**config.mk**
```make
export PLATFORM = sky130hd
export DESIGN_NAME = processor_control_flat
export DESIGN_NICKNAME = d
export VERILOG_FILES = /design/src/rtl/processor_control_if.sv /design/src/rtl/processor_control.sv /design/src/flat_wrapper.sv
export SDC_FILE = /design/constraint.sdc
export NUM_CORES = 1
export LEC_CHECK = 0
export BUFFER_PORTS_ARGS = -buffer_cell sky130_fd_sc_hd__buf_2
export CAP_MARGIN = 20
export CORE_MARGIN = 4
export CORE_UTILIZATION = 38
export DETAILED_ROUTE_END_ITERATION = 7
export PLACE_DENSITY = 0.83
export SETUP_SLACK_MARGIN = 0.05
export SLEW_MARGIN = 20
export SYNTH_ARGS = -nofsm -noshare
export SYNTH_HDL_FRONTEND = slang
export SYNTH_SLANG_ARGS = --single-unit
export TNS_END_PERCENT = 20
```
**constraint.sdc**
```tcl
create_clock -name clk -period 1.25 [get_ports clk]
set_input_delay 0.0625 -clock clk [delete_from_list [all_inputs] [get_ports clk]]
set_output_delay 0.0625 -clock clk [all_outputs]
set_load 0.03 [all_outputs]
```
**src/rtl/processor_control_if.sv**
```systemverilog
// Decoder bus for processor_control: the instruction word in, the datapath
// control flags out. The slave modport is the decoder side.
interface processor_control_if;
  logic [31:0] instruction;
  logic        regWriteFlag;
  logic [2:0]  opType;
  logic        memWriteFlag;
  logic        memReadFlag;
  logic [3:0]  aluControlCode;
  logic        branchFlag;
  logic        unconditionalBranchFlag;
  logic        aluSRC;

  modport slave (
    input  instruction,
    output regWriteFlag, opType, memWriteFlag, memReadFlag,
           aluControlCode, branchFlag, unconditionalBranchFlag, aluSRC
  );

  modport master (
    output instruction,
    input  regWriteFlag, opType, memWriteFlag, memReadFlag,
           aluControlCode, branchFlag, unconditionalBranchFlag, aluSRC
  );
endinterface

```
**src/rtl/processor_control.sv**
```systemverilog
// Registered main-control decoder for the ARM-LP core: classifies each
// instruction word by opcode bits and registers the datapath control flags.
module processor_control (
  input  logic               clk,
  input  logic               reset,
  processor_control_if.slave ctrl
);

  localparam logic [2:0] OP_R   = 3'd0;
  localparam logic [2:0] OP_I   = 3'd1;
  localparam logic [2:0] OP_D   = 3'd2;
  localparam logic [2:0] OP_B   = 3'd3;
  localparam logic [2:0] OP_CB  = 3'd4;
  localparam logic [2:0] OP_IW  = 3'd5;
  localparam logic [2:0] OP_NOP = 3'd7;

  // Function field F = instruction[31:29] selects the ALU operation for R/I forms.
  function automatic logic [3:0] funcCode(input logic [2:0] f);
    logic [3:0] code;
    case (f)
      3'b000:  code = 4'd2;
      3'b001:  code = 4'd10;
      3'b010:  code = 4'd6;
      3'b011:  code = 4'd4;
      3'b100:  code = 4'd9;
      3'b101:  code = 4'd5;
      3'b110:  code = 4'd12;
      3'b111:  code = 4'd13;
      default: code = 4'd0;
    endcase
    return code;
  endfunction

  logic       regWrite_s;
  logic       memWrite_s;
  logic       memRead_s;
  logic       branch_s;
  logic       uncondBranch_s;
  logic       aluSrc_s;
  logic [3:0] aluCode_s;
  logic [2:0] opType_s;
  logic [2:0] func_s;
  logic       unusedBits_s;

  assign func_s       = ctrl.instruction[31:29];
  assign unusedBits_s = ^{ctrl.instruction[25:24], ctrl.instruction[21:0]};

  // Priority decode: branches first (bits 27/28 ignored), then store/R, then load/MOV/I.
  always_comb begin
    regWrite_s     = 1'b0;
    memWrite_s     = 1'b0;
    memRead_s      = 1'b0;
    branch_s       = 1'b0;
    uncondBranch_s = 1'b0;
    aluSrc_s       = 1'b0;
    aluCode_s      = 4'd0;
    opType_s       = OP_NOP;
    if (ctrl.instruction[26]) begin
      if (ctrl.instruction[29]) begin
        branch_s  = 1'b1;
        aluCode_s = 4'd7;
        opType_s  = OP_CB;
      end else begin
        uncondBranch_s = 1'b1;
        opType_s       = OP_B;
      end
    end else if (ctrl.instruction[27]) begin
      if (ctrl.instruction[28]) begin
        memWrite_s = 1'b1;
        aluSrc_s   = 1'b1;
        aluCode_s  = 4'd2;
        opType_s   = OP_D;
      end else begin
        regWrite_s = 1'b1;
        aluCode_s  = funcCode(func_s);
        opType_s   = OP_R;
      end
    end else if (ctrl.instruction[28]) begin
      regWrite_s = 1'b1;
      aluSrc_s   = 1'b1;
      // Load outranks MOV when both b22 and b23 are set.
      if (ctrl.instruction[22]) begin
        memRead_s = 1'b1;
        aluCode_s = 4'd2;
        opType_s  = OP_D;
      end else if (ctrl.instruction[23]) begin
        aluCode_s = 4'd13;
        opType_s  = OP_IW;
      end else begin
        aluCode_s = funcCode(func_s);
        opType_s  = OP_I;
      end
    end else begin
      opType_s = OP_NOP;
    end
  end

  // Output register; reset forces the invalid/NOP decode.
  always_ff @(posedge clk) begin
    if (reset) begin
      ctrl.regWriteFlag            <= 1'b0;
      ctrl.memWriteFlag            <= 1'b0;
      ctrl.memReadFlag             <= 1'b0;
      ctrl.branchFlag              <= 1'b0;
      ctrl.unconditionalBranchFlag <= 1'b0;
      ctrl.aluSRC                  <= 1'b0;
      ctrl.aluControlCode          <= 4'd0;
      ctrl.opType                  <= OP_NOP;
    end else begin
      ctrl.regWriteFlag            <= regWrite_s;
      ctrl.memWriteFlag            <= memWrite_s;
      ctrl.memReadFlag             <= memRead_s;
      ctrl.branchFlag              <= branch_s;
      ctrl.unconditionalBranchFlag <= uncondBranch_s;
      ctrl.aluSRC                  <= aluSrc_s;
      ctrl.aluControlCode          <= aluCode_s;
      ctrl.opType                  <= opType_s;
    end
  end

endmodule

```
**src/flat_wrapper.sv**
```systemverilog
// flat-port wrapper written by rule: the top's interface ports become plain ports
module processor_control_flat 
  (clk, reset, ctrl_instruction, ctrl_regWriteFlag, ctrl_opType, ctrl_memWriteFlag, ctrl_memReadFlag, ctrl_aluControlCode, ctrl_branchFlag, ctrl_unconditionalBranchFlag, ctrl_aluSRC);
  processor_control_if ctrl_i ();
  input  logic clk;
  input  logic reset;
  input wire logic [$bits(ctrl_i.instruction)-1:0] ctrl_instruction;
  output wire logic [$bits(ctrl_i.regWriteFlag)-1:0] ctrl_regWriteFlag;
  output wire logic [$bits(ctrl_i.opType)-1:0] ctrl_opType;
  output wire logic [$bits(ctrl_i.memWriteFlag)-1:0] ctrl_memWriteFlag;
  output wire logic [$bits(ctrl_i.memReadFlag)-1:0] ctrl_memReadFlag;
  output wire logic [$bits(ctrl_i.aluControlCode)-1:0] ctrl_aluControlCode;
  output wire logic [$bits(ctrl_i.branchFlag)-1:0] ctrl_branchFlag;
  output wire logic [$bits(ctrl_i.unconditionalBranchFlag)-1:0] ctrl_unconditionalBranchFlag;
  output wire logic [$bits(ctrl_i.aluSRC)-1:0] ctrl_aluSRC;
  assign ctrl_i.instruction = ctrl_instruction;
  assign ctrl_regWriteFlag = ctrl_i.regWriteFlag;
  assign ctrl_opType = ctrl_i.opType;
  assign ctrl_memWriteFlag = ctrl_i.memWriteFlag;
  assign ctrl_memReadFlag = ctrl_i.memReadFlag;
  assign ctrl_aluControlCode = ctrl_i.aluControlCode;
  assign ctrl_branchFlag = ctrl_i.branchFlag;
  assign ctrl_unconditionalBranchFlag = ctrl_i.unconditionalBranchFlag;
  assign ctrl_aluSRC = ctrl_i.aluSRC;
  processor_control u_core (.clk(clk), .reset(reset), .ctrl(ctrl_i));
endmodule
```
---- After elaboration in Yosys (flattened, before gate mapping) ----
Memories as Yosys holds them, arrays and structs flattened.
Index checks and enable logic that the tools add are counted.
storage, ports and cells
  memories ................................ 2
  bits in read-only memories .............. 64
  input port bits ......................... 34
  logic and storage cells ................. 37
  bits in registers ....................... 13
cells by class
  mux-type cells .......................... 20
  bitwise logic cells ..................... 3
  reductions and logical operators ........ 4
memory list
  memory           words  bits a word  rd ports  clocked after memory_dff  wr ports  line                     source
  (no name shown)  8      4            1         0                         0         processor_control.sv:20  case (f)
  (no name shown)  8      4            1         0                         0         processor_control.sv:20
operator list
  kind                count
  two-way mux 4 bit   6
  two-way mux 3 bit   7
  two-way mux 1 bit   6
  OR reduction 2 bit  2
  OR reduction 4 bit  1
  NOT 1 bit           3
  OR reduction 3 bit  1
  two-way mux 2 bit   1

---- Logic depth before layout (Yosys ltp) ----
An unclocked memory read counts as a cell.
  depth in word-level cells ............... 6
  gate-level depth with buffers ........... 4

---- Worst setup path before layout ----
No wires, ideal clock.
  path kind ............................... in2reg
  from .................................... input ctrl_instruction[27]
  to ...................................... register u_core.ctrl.aluControlCode[2] (netlist name)
  stages .................................. 4
  slack ................................... 526 ps
  arrival time ............................ 600 ps
  required time ........................... 1,125 ps
  cells stage by stage .................... buf_6 > and4bb_1 > a211oi_2 > o21ai_1
between the ends
  longest elaborated chain between the ends .. 2
RTL lines
  what                  line                        source
  from (decl)           flat_wrapper.sv:7           input wire logic [$bits(ctrl_i.instruction)-1:0] ctrl_instruction;
  two-way mux 4 bit     processor_control.sv:67     end else if (ctrl.instruction[27]) begin
  two-way mux 4 bit     processor_control.sv:58     if (ctrl.instruction[26]) begin
  to (signal assigned)  processor_control.sv:116    ctrl.aluControlCode <= aluCode_s;
  to (decl)             processor_control_if.sv:17  aluControlCode, branchFlag, unconditionalBranchFlag, aluSRC
Every way passes these cells.
A chain may end at the register's enable or synchronous reset.

---- Worst setup path in the final report ----
  from .................................... register u_core.ctrl.aluSRC
  to ...................................... output ctrl_aluSRC
RTL lines
  what                    line                        source
  from (decl)             processor_control_if.sv:17
  from (signal assigned)  processor_control.sv:115    ctrl.aluSRC <= aluSrc_s;
  to (decl)               flat_wrapper.sv:15          output wire logic [$bits(ctrl_i.aluSRC)-1:0] ctrl_aluSRC;
No word-level cell between the ends.

==> results.json <==
{
  "hold_viol_final": 0,
  "ctsHoldBuffers": 0,
  "path_max_fanout": 1,
  "crit_slowest_cell": "dfxtp_1",
  "antenna_found_initial": 0,
  "row_count": 13,
  "slowest_delay_ps": 310,
  "final_area_um2": 659.4,
  "slew_headroom": 0.8106,
  "fp.dieArea_um2": 2070,
  "portBuffers": 22,
  "firstDrtPassIters": 4,
  "grt_max_degree": 12,
  "synth_nets": 89,
  "setup_tns_ps": 0,
  "post_cts_resized": 0,
  "clk_pin_slew_ps": 70,
  "fmax_mhz": 1212,
  "synth_top_area_cell": "dfxtp_1",
  "dp_hpwl_um": 800.1,
  "insertedDiodeCount": 0,
  "design.portCount": 47,
  "yosys_register_bits": 13,
  "gr-total-overflow": 0,
  "syn_area_um2": 534.3,
  "yosys_warnings": 0,
  "h-tree-depth": 1,
  "worstPathCellList": "buf_2",
  "cts-root-buf": "clkbuf_4",
  "synthToLayoutAreaGrowth_pct": 23.42,
  "start_kind": "flop",
  "synth_area_leaders": "dfxtp_1 49%, o21ai_1 5.6%, buf_6 4.2%, xnor2_1 3.3%, a21oi_1 2.8%",
  "min_path_type": "in2reg",
  "cts_tree": "built",
  "rsz0062_at_grt": "no",
  "drv_cap": 0,
  "cts.sinks": 13,
  "grt_pass1_vias": 400,
  "cp_top_family": "flip-flops",
  "leakage_nw": 0.3228,
  "vdd_ir_drop_max_mv": 0.5073,
  "synth_top_area_frac": 0.4871,
  "vias_per_cell": 4.753,
  "final_layout_size_suffix_gt1_frac": 0.3718,
  "gp_congestion": 0.7868,
  "grt_usage": 0.1101,
  "crit_arrival_ps": 760,
  "core_area_um2": 1318,
  "syn_inst": 55,
  "ant_nets": 0,
  "die_width_um": 45.50,
  "vias": 442,
  "slew_viol_final": 0,
  "crit_type": "reg2out",
  "required_ps": 1190,
  "post-route-min-period_ps": 824.9,
  "yosysUniqueCellTypes": 27,
  "end_kind": "primary output",
  "powerDensity_nw_per_um2": 1270,
  "drt_iter0_drc": 5,
  "drc": 0,
  "wl_per_cell_um": 10.76,
  "initial_core_util": 0.4055,
  "wirelength_mm": 1.001,
  "finalSetupViolCount": 0,
  "grt_pass1_wl_mm": 1.614,
  "placed_area_um2": 633.1,
  "layout.nets": 113,
  "post-route-period-util": 0.6599,
  "cts_max_path_buffers": 2,
  "dieHeight_um": 45.50,
  "post_cts_buffers": 0,
  "syn_avg_cell_area_um2": 9.714,
  "tightest_slew_ps": 282.8,
  "status": "finished, final reports clean",
  "synth_seq_area_share": 0.4871,
  "crit_buf_inv": 1,
  "numCtsBuffers": 3
}
-- kinds of logic after synthesis --
group	count (synthesis)	synth area share
and+or+nand+nor	19	0.2108
buffers and inverters	6	0.07728
muxes	1	0.02108
DFF	13	0.4871
AOI/OAI and AO/OA	14	0.1710
xor gates and xnor gates	2	0.03279
-- through the flow --
stage	total power, mW	setup WS, ps	hold WS, ps	utilization	std cells
6_report	0.8371	425.1	56.07	0.5005	93
3_3_place_gp	0.6035	406.2	324.6	0.4805	89
3_5_place_dp	0.6071	359.4	326.2	0.4805	89
5_1_grt	0.8821	386.5	49.83	0.5005	93
2_1_floorplan	0.5611	525.8	137.6	-	55
4_1_cts	0.8517	406.6	40.96	0.5005	93
-- metal layers --
| metal | vias up | wire, µm | GRT usage |
|---|---|---|---|
| li1 | 235 | - | - |
| met2 | 16 | 488 | 0.1699 |
| met5 | - | 0 | 0 |
| met3 | 2 | 77 | 0.01581 |
| met4 | 0 | 17 | 0.08772 |
| met1 | 189 | 418 | 0.1343 |
-- cells in the mapped netlist --
cell / count
dfxtp_1: 13
o21ai_1: 6
nand2_1: 4
a21oi_1: 3
inv_1: 3
buf_6: 2
nor2_1: 2
nor2b_1: 2
xnor2_1: 2
a211oi_2: 1
a21boi_1: 1
a21oi_2: 1
a221o_1: 1
and2_1: 1
and2b_1: 1
and3_1: 1
and3b_1: 1
and4bb_1: 1
buf_4: 1
mux2_2: 1
nand2b_1: 1
nand3_1: 1
nor2_2: 1
nor3_1: 1
nor3b_1: 1
o211ai_1: 1
or2_1: 1
-- cell type report --
class / count / area [µm²]
Fill cell: 124 / 658.1
Sequential cell: 13 / 260.3
Multi-Input combinational cell: 36 / 232.7
Timing Repair Buffer: 22 / 110.1
Clock buffer: 4 / 26.28
Tap cell: 15 / 18.77
Inverter: 3 / 11.26
-- placed cells by master (no fill, tap or decap), types with 2 or more instances in the layout --
| cell type | instances |
|---|---|
| dfxtp_1 | 13 |
| a21oi_1 | 3 |
| buf_2 | 22 |
| nand2_1 | 4 |
| nor2b_1 | 2 |
| nor2_1 | 2 |
| xnor2_1 | 2 |
| o21ai_1 | 6 |
| inv_1 | 3 |
| clkbuf_4 | 3 |
-- registers in the layout, summed over array words and instances, names as in the netlist --
| signal | count |
|---|---|
| u_core.ctrl.memReadFlag | 1 |
| u_core.ctrl.branchFlag | 1 |
| u_core.ctrl.memWriteFlag | 1 |
| u_core.ctrl.aluSRC | 1 |
| u_core.ctrl.aluControlCode | 4 |
| u_core.ctrl.opType | 3 |
| u_core.ctrl.regWriteFlag | 1 |
| u_core.ctrl.unconditionalBranchFlag | 1 |
-- power by group --
| group | internal [mW] | switching (mW) | total [mW] | leakage, nW |
|---|---|---|---|---|
| Combinational | 0.0549 | 0.101 | 0.156 | 0.201 |
| Clock | 0.123 | 0.118 | 0.241 | 0.0150 |
| Sequential | 0.436 | 0.00406 | 0.440 | 0.107 |
-- final timing paths --
check	end	slack [ps]	cells after the start	from
worst min-delay path	u_core.ctrl.regWriteFlag	60	2	reset
worst max-delay path	ctrl_aluSRC	430	1	u_core.ctrl.aluSRC
(Power assumes the default switching activity.)
